### config.mk
export PLATFORM = sky130hd
export DESIGN_NAME = dot_product_acc
export DESIGN_NICKNAME = d
export VERILOG_FILES = /design/src/rtl/dot_product_acc.sv
export SDC_FILE = /design/constraint.sdc
export NUM_CORES = 1
export LEC_CHECK = 0
export CAP_MARGIN = 20
export CORE_AREA = 4 4 212 214
export DETAILED_ROUTE_END_ITERATION = 12
export DIE_AREA = 0 0 216 218
export HOLD_SLACK_MARGIN = 0.1
export PLACE_DENSITY = 0.68
export RECOVER_POWER = 50
export SYNTH_ARGS = -nofsm -noshare
export SYNTH_HDL_FRONTEND = slang
export SYNTH_SLANG_ARGS = --single-unit
### constraint.sdc
create_clock -name clk -period 6.2 [get_ports clk]
set_input_delay 0.62 -clock clk [delete_from_list [all_inputs] [get_ports clk]]
set_output_delay 0.62 -clock clk [all_outputs]
set_load 0.01 [all_outputs]
### src/rtl/dot_product_acc.sv
// dot_product_acc: neuron pre-activation stage feeding the ReLU activation block.
//   Accumulates sum(a[i]*b[i]) over VEC_LEN operand pairs, adds a bias, applies an
//   arithmetic right shift by SHIFT, saturates the result to WIDTH bits and holds it
//   on a valid/ready output.
//
// Ports:
//   clk        rising-edge clock
//   reset      asynchronous active-high reset
//   init       start pulse, only honoured while idle
//   ready      high while idle (init will be accepted)
//   bias       signed bias, captured with an accepted init
//   in_valid   operand pair valid
//   in_ready   high while accumulating; a pair is taken on in_valid & in_ready
//   in_a/in_b  signed operands, held by the producer until taken
//   out_valid  result valid, held until out_ready
//   out_ready  downstream accepts the result
//   out_data   signed saturated result, keeps its value after the handshake
//
// Build option: define DOT_ROUND_EN to round half up (add 2^(SHIFT-1) before the
// shift) instead of flooring. Interface, latency and saturation are unchanged.

module dot_product_acc #(
    parameter int WIDTH     = 32,
    parameter int IN_WIDTH  = 16,
    parameter int VEC_LEN   = 64,
    parameter int ACC_WIDTH = 48,
    parameter int SHIFT     = 8
) (
    input  logic                        clk,
    input  logic                        reset,
    input  logic                        init,
    output logic                        ready,
    input  logic signed [WIDTH-1:0]     bias,
    input  logic                        in_valid,
    output logic                        in_ready,
    input  logic signed [IN_WIDTH-1:0]  in_a,
    input  logic signed [IN_WIDTH-1:0]  in_b,
    output logic                        out_valid,
    input  logic                        out_ready,
    output logic signed [WIDTH-1:0]     out_data
);

    localparam int CntW = (VEC_LEN > 1) ? $clog2(VEC_LEN) : 1;
    // Two spare bits so acc + bias + rounding increment can never wrap.
    localparam int SumW = ACC_WIDTH + 2;
    localparam logic [CntW-1:0] LastCnt = CntW'(VEC_LEN - 1);

    localparam logic signed [SumW-1:0] MaxV =
        {{(SumW - WIDTH + 1){1'b0}}, {(WIDTH - 1){1'b1}}};
    localparam logic signed [SumW-1:0] MinV =
        {{(SumW - WIDTH + 1){1'b1}}, {(WIDTH - 1){1'b0}}};

`ifdef DOT_ROUND_EN
    localparam logic signed [SumW-1:0] RoundInc =
        (SHIFT > 0) ? (SumW'(1) << ((SHIFT > 0) ? SHIFT - 1 : 0)) : '0;
`else
    localparam logic signed [SumW-1:0] RoundInc = '0;
`endif

    if (VEC_LEN < 1) begin : g_chk_len
        $error("dot_product_acc: VEC_LEN must be >= 1");
    end
    if (ACC_WIDTH < 2 * IN_WIDTH + $clog2(VEC_LEN) + 1 || ACC_WIDTH < WIDTH) begin : g_chk_acc
        $error("dot_product_acc: ACC_WIDTH too small for worst-case accumulation");
    end
    if (SHIFT < 0 || SHIFT >= ACC_WIDTH) begin : g_chk_shift
        $error("dot_product_acc: SHIFT out of range 0..ACC_WIDTH-1");
    end

    typedef enum logic [1:0] {StIdle, StAccum, StFinal, StOut} state_t;

    state_t                       state_q, state_d;
    logic signed [ACC_WIDTH-1:0]  acc_q, acc_d;
    logic        [CntW-1:0]       cnt_q, cnt_d;
    logic signed [WIDTH-1:0]      bias_q, bias_d;
    logic                         out_valid_q, out_valid_d;
    logic signed [WIDTH-1:0]      out_data_q, out_data_d;

    logic signed [2*IN_WIDTH-1:0] prod;
    logic signed [ACC_WIDTH-1:0]  prod_ext;
    logic signed [SumW-1:0]       sum;
    logic signed [SumW-1:0]       res;
    logic signed [WIDTH-1:0]      sat;

    assign prod     = in_a * in_b;
    assign prod_ext = ACC_WIDTH'(prod);
    assign sum      = SumW'(acc_q) + SumW'(bias_q) + RoundInc;
    assign res      = sum >>> SHIFT;
    assign sat      = (res > MaxV) ? MaxV[WIDTH-1:0] :
                      (res < MinV) ? MinV[WIDTH-1:0] : res[WIDTH-1:0];

    always_comb begin
        state_d     = state_q;
        acc_d       = acc_q;
        cnt_d       = cnt_q;
        bias_d      = bias_q;
        out_valid_d = out_valid_q;
        out_data_d  = out_data_q;
        unique case (state_q)
            StIdle: begin
                if (init) begin
                    acc_d   = '0;
                    cnt_d   = '0;
                    bias_d  = bias;
                    state_d = StAccum;
                end
            end
            StAccum: begin
                if (in_valid) begin
                    acc_d = acc_q + prod_ext;
                    cnt_d = cnt_q + 1'b1;
                    if (cnt_q == LastCnt) state_d = StFinal;
                end
            end
            StFinal: begin
                out_data_d  = sat;
                out_valid_d = 1'b1;
                state_d     = StOut;
            end
            StOut: begin
                if (out_ready) begin
                    out_valid_d = 1'b0;
                    state_d     = StIdle;
                end
            end
            default: state_d = StIdle;
        endcase
    end

    always_ff @(posedge clk or posedge reset) begin
        if (reset) begin
            state_q     <= StIdle;
            acc_q       <= '0;
            cnt_q       <= '0;
            bias_q      <= '0;
            out_valid_q <= 1'b0;
            out_data_q  <= '0;
        end else begin
            state_q     <= state_d;
            acc_q       <= acc_d;
            cnt_q       <= cnt_d;
            bias_q      <= bias_d;
            out_valid_q <= out_valid_d;
            out_data_q  <= out_data_d;
        end
    end

    assign ready     = (state_q == StIdle);
    assign in_ready  = (state_q == StAccum);
    assign out_valid = out_valid_q;
    assign out_data  = out_data_q;

endmodule

==> metrics.md <==
| Metric | Value |
|---|---|
| First-pass GRT wire length | 95.8 mm |
| Largest net degree at the start of global routing | 69 |
| Async S/R FF share, synth | 100% |
| Most common library cell in the layout ignoring fill and taps | inv_1 |
| RSZ-0062 raised after global routing | true |
| Post-synth design cell area | 21400 um^2 |
| Die Area | 47100 um^2 |
| Initial core utilization | 49.8% |
| R2r startpoint | acc_q[15] |
| Critical Path AT | 6.62 ns |
| Worst stage delay on the critical path | 0.57 ns |
| Failing checks | capacitance limit, slew limit, setup timing |
| # hold bufs at CTS | 0 |
| Register bit total from synthesis | 121 |
| Via count | 17486 |
| Status | finished with violations |
| Reg clk slew, reported paths | 0.06 ns |
| Fin cells | 3274 |
| CTS tree | done |
| Fraction of the yosys area taken by sequential cells | 14.2% |
| Post-Synth XOR/XNOR Area | 3.53% |
| WS Path Type | primary input to register |
| Share of cells above drive strength 1 | 24.7% |
| Vias per cell | 5.34 |
| Vias in the first global route | 19238 |
| # nets final | 3290 |
| Most frequent cells in the layout | inv_1 (430), fa_1 (340), buf_4 (278), nand2_1 (196), ha_1 (158) |
| Post-Route WL | 58.1 mm |
| Setup violators final | 9 |
| Ys Warns | 0 |
| Overall routing resource usage | 25.1% |
| Total CTS buffers | 17 |
| Mux contribution to synthesized area | 1.79% |
| Initial DRT Pass Iterations | 5 |
| Initial antenna violation count | 0 |
| CTS sink cnt | 121 |
| Post-synth EDFFs | 0 |
| Grt ovf | 0 |
| Critical Path Start | in_b[6] |
| R2R Setup Slk | 0.56 ns |
| Die height | 218 um |
| Clock Root Buffer | clkbuf_16 |
| Post-Place Cells | 3132 |
| Slowest stage cell, crit path | fa_2 |
| Worst r2r dst | acc_q[38] |
| Startpoint Class | primary input |
| Most used flip-flop cell after synthesis | dfrtp_1 |
| Required time of the worst setup path | 6.50 ns |
| Worst-Skew Late Latency | 0.43 ns |
| # fillers | 3447 |
| Hold path cells | 1 |
| Post-Synthesis Cells | 2297 |
| Avg Cell Area, Syn | 9.30 um^2 |
| Post-Synth Adder-Cell Area | 44.7% |
| CP endpoint kind | register |
| Hold path endpoint | bias_q[14] |
| Max-slew headroom | -99.6% |
| Min Clock Period, post-route | 6.32 ns |
| Final Hold Viols | 0 |
| Maxcap violations | 3 |
| Measured slew at the worst slew-check pin | 2.98 ns |
| # IOs | 104 |
| Combinational family with the most area after synthesis | adder cells |
| Buf+Inv Stages, Crit Path | 8 |
| Final GP Congestion | 0.907 |
| Clock skew | 0.0115 ns |
| Post-route cell area | 27200 um^2 |
| H-tree lvl count | 4 |
| Worst R2R Path Depth | 22 |
| HP Class | register to register |
| Simple-gate share of the synthesized area | 11.9% |
| Final ANT Viol Nets | 0 |
| DR WL/cell | 17.7 um |
| Compound-gate portion of the synthesized area | 13.9% |
| DRC viols | 0 |
| CTS Buffer Depth | 2 |
| DP Area | 24800 um^2 |
| Die X | 216 um |
| Final worst slack | -0.119 ns |
| Net Count, Synth | 2911 |
| Hold_sp | bias_q[14] |
| Synth unique cells | 70 |
| Port buffer count | 103 |
| Crit path max-delay family | adder cells |
| Antenna Cells | 0 |
| Core ar. | 42900 um^2 |
| DR iter-0 viols | 1007 |
| DP HPWL | 44.7 mm |
| Final cycle utilization of the critical path | 102% |
| Area grow syn2layout | 27.4% |
| Fmax | 0.158 GHz |
| Max FO, Critical Path | 6 |
| TNS Setup | -0.694 ns |
| Slew Limit Fails | 170 |
| Rows | 76 |
==> cells by family (layout without fill, tap and decap cells) <==
logic type               after synthesis  after routing
buffers and inverters                562            954
adder cells (fa/ha/maj)              545            545
AND/OR/NAND/NOR                      521            521
AO/OA/AOI/OAI                        428            428
flip-flops                           121            121
XOR/XNOR                              86             86
multiplexers                          34             34
==> flip-flops by register name, indices dropped and copies added, names as in the netlist <==
name       count
acc_q         48
bias_q        32
out_data      32
cnt_q          6
state_q        2
out_valid      1
==> repair_timing <==
action                                  CTS  global route
pin swaps                               181            86
resized for setup                       285            94
buffers inserted                         79            24
cloned                                    9             0
endpoints found under the setup margin   31            26
==> synth_stat cells (3+ instances only) <==
cell type  number  area [um^2]
clkbuf_1       72          270
ha_1          183         2290
xor2_1         32          280
nor3_1         16         80.1
buf_1           7         26.3
or3_1           7         43.8
inv_1         474         1780
nand2b_1       14         87.6
a211oi_1       10         75.1
nand4_1        14         87.6
a32o_1          4         40.0
o21bai_1       23          173
o2bb2ai_2      30          450
nor4_1          5         31.3
nand2_1       219          822
a22o_1         10         87.6
nor2b_1         8         50.1
a31oi_1        10         62.6
o21a_1         44          330
mux2_2         33          372
and3_1          9         56.3
dfrtp_1       121         3030
a21o_1         30          225
buf_6           4         45.0
o21ai_0        98          490
nand3_1        32          160
o41ai_1         4         35.0
a41oi_1         4         35.0
and2_1        125          782
a21oi_1        95          475
o21ai_1        19         95.1
a211o_1         3         26.3
buf_2           3         15.0
o211ai_1        5         37.5
o2bb2ai_1       4         35.0
o31ai_1        11         82.6
xnor2_1        54          473
fa_1          362         7250
nor2_1         58          218
==> how the worst max path moves through the flow <==
stage,end,slack [ns],cells past startpoint
after floorplan,acc_q[47],-0.36,24
after global placement,acc_q[45],-1.20,24
after detailed placement,acc_q[45],-1.33,24
after CTS,acc_q[44],-0.14,22
after global routing,acc_q[38],-0.38,28
final,acc_q[38],-0.12,26
==> metrics by stage <==
step / hold WS [ns] / worst slack [ns] / util (%)
2_1_floorplan: 0.478 / -0.362 / -
3_3_place_gp: 0.495 / -1.20 / 57.9
3_5_place_dp: 0.497 / -1.33 / 57.9
4_1_cts: 0.514 / -0.143 / 62.4
5_1_grt: 0.518 / -0.381 / 63.4
6_report: 0.512 / -0.119 / 63.4
==> worst register-to-register path, stage by stage, from the launching register on <==
cell	delay, ns
dfrtp_1	0.41
inv_1	0.12
fa_1	0.51
inv_1	0.05
fa_1	0.53
fa_1	0.45
fa_1	0.57
inv_2	0.04
fa_1	0.51
inv_2	0.05
ha_4	0.30
buf_12	0.11
nand3_4	0.08
or4_4	0.48
o211ai_1	0.10
buf_4	0.19
o2111ai_4	0.12
a21boi_2	0.17
o21a_1	0.18
nand4bb_1	0.15
a41oi_2	0.14
xor2_1	0.17
o21ai_1	0.07
==> routing by layer <==
metal / GRT usage [%] / share of wire, %
met4: 7.08 / 2.9
met1: 31.1 / 40
met2: 46.2 / 53
met3: 2.95 / 3.7
met5: 0 / 0
==> layout make-up <==
| class | count | area (um^2) | area share [%] |
|---|---|---|---|
| clock inverter | 13 | 170 | 0.625 |
| timing repair buffer | 446 | 4000 | 14.7 |
| clock buffer | 19 | 453 | 1.66 |
| tap | 585 | 732 | 2.69 |
| sequential | 121 | 3030 | 11.1 |
| multi-input combinational | 1614 | 17000 | 62.6 |
| inverter | 476 | 1800 | 6.61 |
Power is not shown: default switching activity piles up to over one toggle a cycle in this logic, so the estimate is an artifact.
==> RTL change (config.mk and constraints unchanged) <==
The option `DOT_ROUND_EN` is turned on by a define.
--- a/src/rtl/dot_product_acc.sv
+++ b/src/rtl/dot_product_acc.sv
@@ -18,6 +18,8 @@
 //
 // Build option: define DOT_ROUND_EN to round half up (add 2^(SHIFT-1) before the
 // shift) instead of flooring. Interface, latency and saturation are unchanged.
+
+`define DOT_ROUND_EN
 
 module dot_product_acc #(
     parameter int WIDTH     = 32,
Check against the original RTL: same outputs for any inputs over 10 cycles, from zero or initial values and one cycle with reset high; that may be too few to reach the edited logic, so the function may still have changed.
==> RTL change against the original RTL <==
  * The flow still finishes with violations (max-capacitance violations, max-slew violations, negative setup slack)
  * Cell area grew 0.29%
  * Synthesized area grew 1.7%
  * Global-route usage is essentially flat
  * Routed wire length shrank 1.9%
  * Worst setup slack lost 340 ps
  * Via count grew 1.5%
  * Sequential cell count is the same
  * Highest routed layer unchanged
Power is left out: the tool's default activity adds up to more than one toggle a clock period on the data nets, which glitch-free logic cannot reach.
==> RTL change: results (changes against the original RTL) <==
| Metric | Value |
|---|---|
| Nonclk buf count | `418 (-6.3%)` |
| Clock skew | `10.8 ps (-0.692 ps)` |
| Syn nets | `3,009 (+3.4%)` |
| Largest net degree at the start of global routing | `63 (-8.7%)` |
| Global Route Usage Sum | `25.0% (-0.046 points)` |
| Layout cells sized above 1 | `22.5% (-2.1 points)` |
| Clock-cell share of area | `2.34% (+0.053 points)` |
| Status | `finished, violations left` |
| Slowest-stage cell, CP | `fa_1` |
| Library cells used by synthesis | `71 (+1.4%)` |
| Final setup fails | `16 (+7)` |
| Setup WS post-layout | `-463 ps (-344 ps)` |
| First-pass GRT wire length | `95,900 um (about the same)` |
| Slew @ Worst Pin | `2800 ps (-180 ps)` |
| Total of max-cap violations | `2 (-1)` |
| Vias in the first global route | `19,400 (+1.1%)` |
| Post-place setup slack | `-1340 ps (-10.9 ps)` |
| Failing checks | `max-capacitance violations, max-slew violations, negative setup slack` |
| Post-Route WL | `57,000 um (-1.9%)` |
| Sequential cell area share | `11.1% (-0.033 points)` |
| NonClk Buf Share | `13.3% (-1.3 points)` |
| Pins Over Slew Limit | `99 (-42%)` |
| WP data arrival | `6970 ps (+350 ps)` |
| Top cells by area, synth | `fa_1 (33%), dfrtp_1 (14%), ha_1 (13%)` |
| Inverters | `480 (+0.84%)` |
| #MultiIn Comb | `1,661 (+2.9%)` |
| Post-DP HPWL | `46,300 um (+3.5%)` |
| Max FO, Critical Path | `8 (+2)` |
| Most instantiated cells after synthesis | `inv_1 (480), fa_1 (362), ha_1 (230), nand2_1 (222)` |
| Layout Nets | `3,360 (+2.1%)` |
## RTL change: layer usage
metal,routed length (um),GRT usage (%),vias to the layer above
li1,-,-,8216
met1,23300,31.4,9003
met2,29800,45.5,407
met3,2110,2.81,119
met4,1790,7.72,0
met5,0,0,-
## RTL change: what timing repair did
item	in CTS	in global routing
endpoints found under the setup margin	28	25
gates resized for setup	216	133
pin swaps	119	72
setup buffers	36	21
cloned	6	2
## RTL change: final timing paths
path / startpoint / end / slack (ps) / cells past startpoint
worst min register to register: bias_q[14] / bias_q[14] / 510 / 1
worst min-delay path: bias_q[14] / bias_q[14] / 510 / 1
max in group asynchronous: reset / acc_q[7] / 2390 / 3
worst max register to register: acc_q[20] / acc_q[37] / 390 / 20
worst max-delay path: in_a[15] / acc_q[37] / -460 / 26
min in group asynchronous: reset / out_data[31] / 1430 / 2
## RTL change: logic make-up (layout without fill, tap and decap cells)
group,after synthesis,count (layout),share of synthesized area (%)
xor gates and xnor gates,86,86,3.47
and+or+nand+nor,542,542,12.3
DFF,121,121,13.9
buffers and inverters,566,930,9.92
adders and majority gates,592,592,46.6
muxes,34,34,1.76
AOI/OAI and AO/OA,407,407,12.0
## RTL change: per-stage QoR
| step | setup TNS, ps | std cells | cell area (sq um) | hold WS (ps) |
|---|---|---|---|---|
| detailed placement | -26930 | 3203 | 25400 | 499 |
| global route | -7090 | 3297 | 27300 | 539 |
| finish | -3710 | 3297 | 27300 | 514 |
| floorplan | -3720 | 2348 | 22100 | 479 |
| global placement | -24620 | 3203 | 25400 | 490 |
| CTS | -3920 | 3276 | 26900 | 518 |
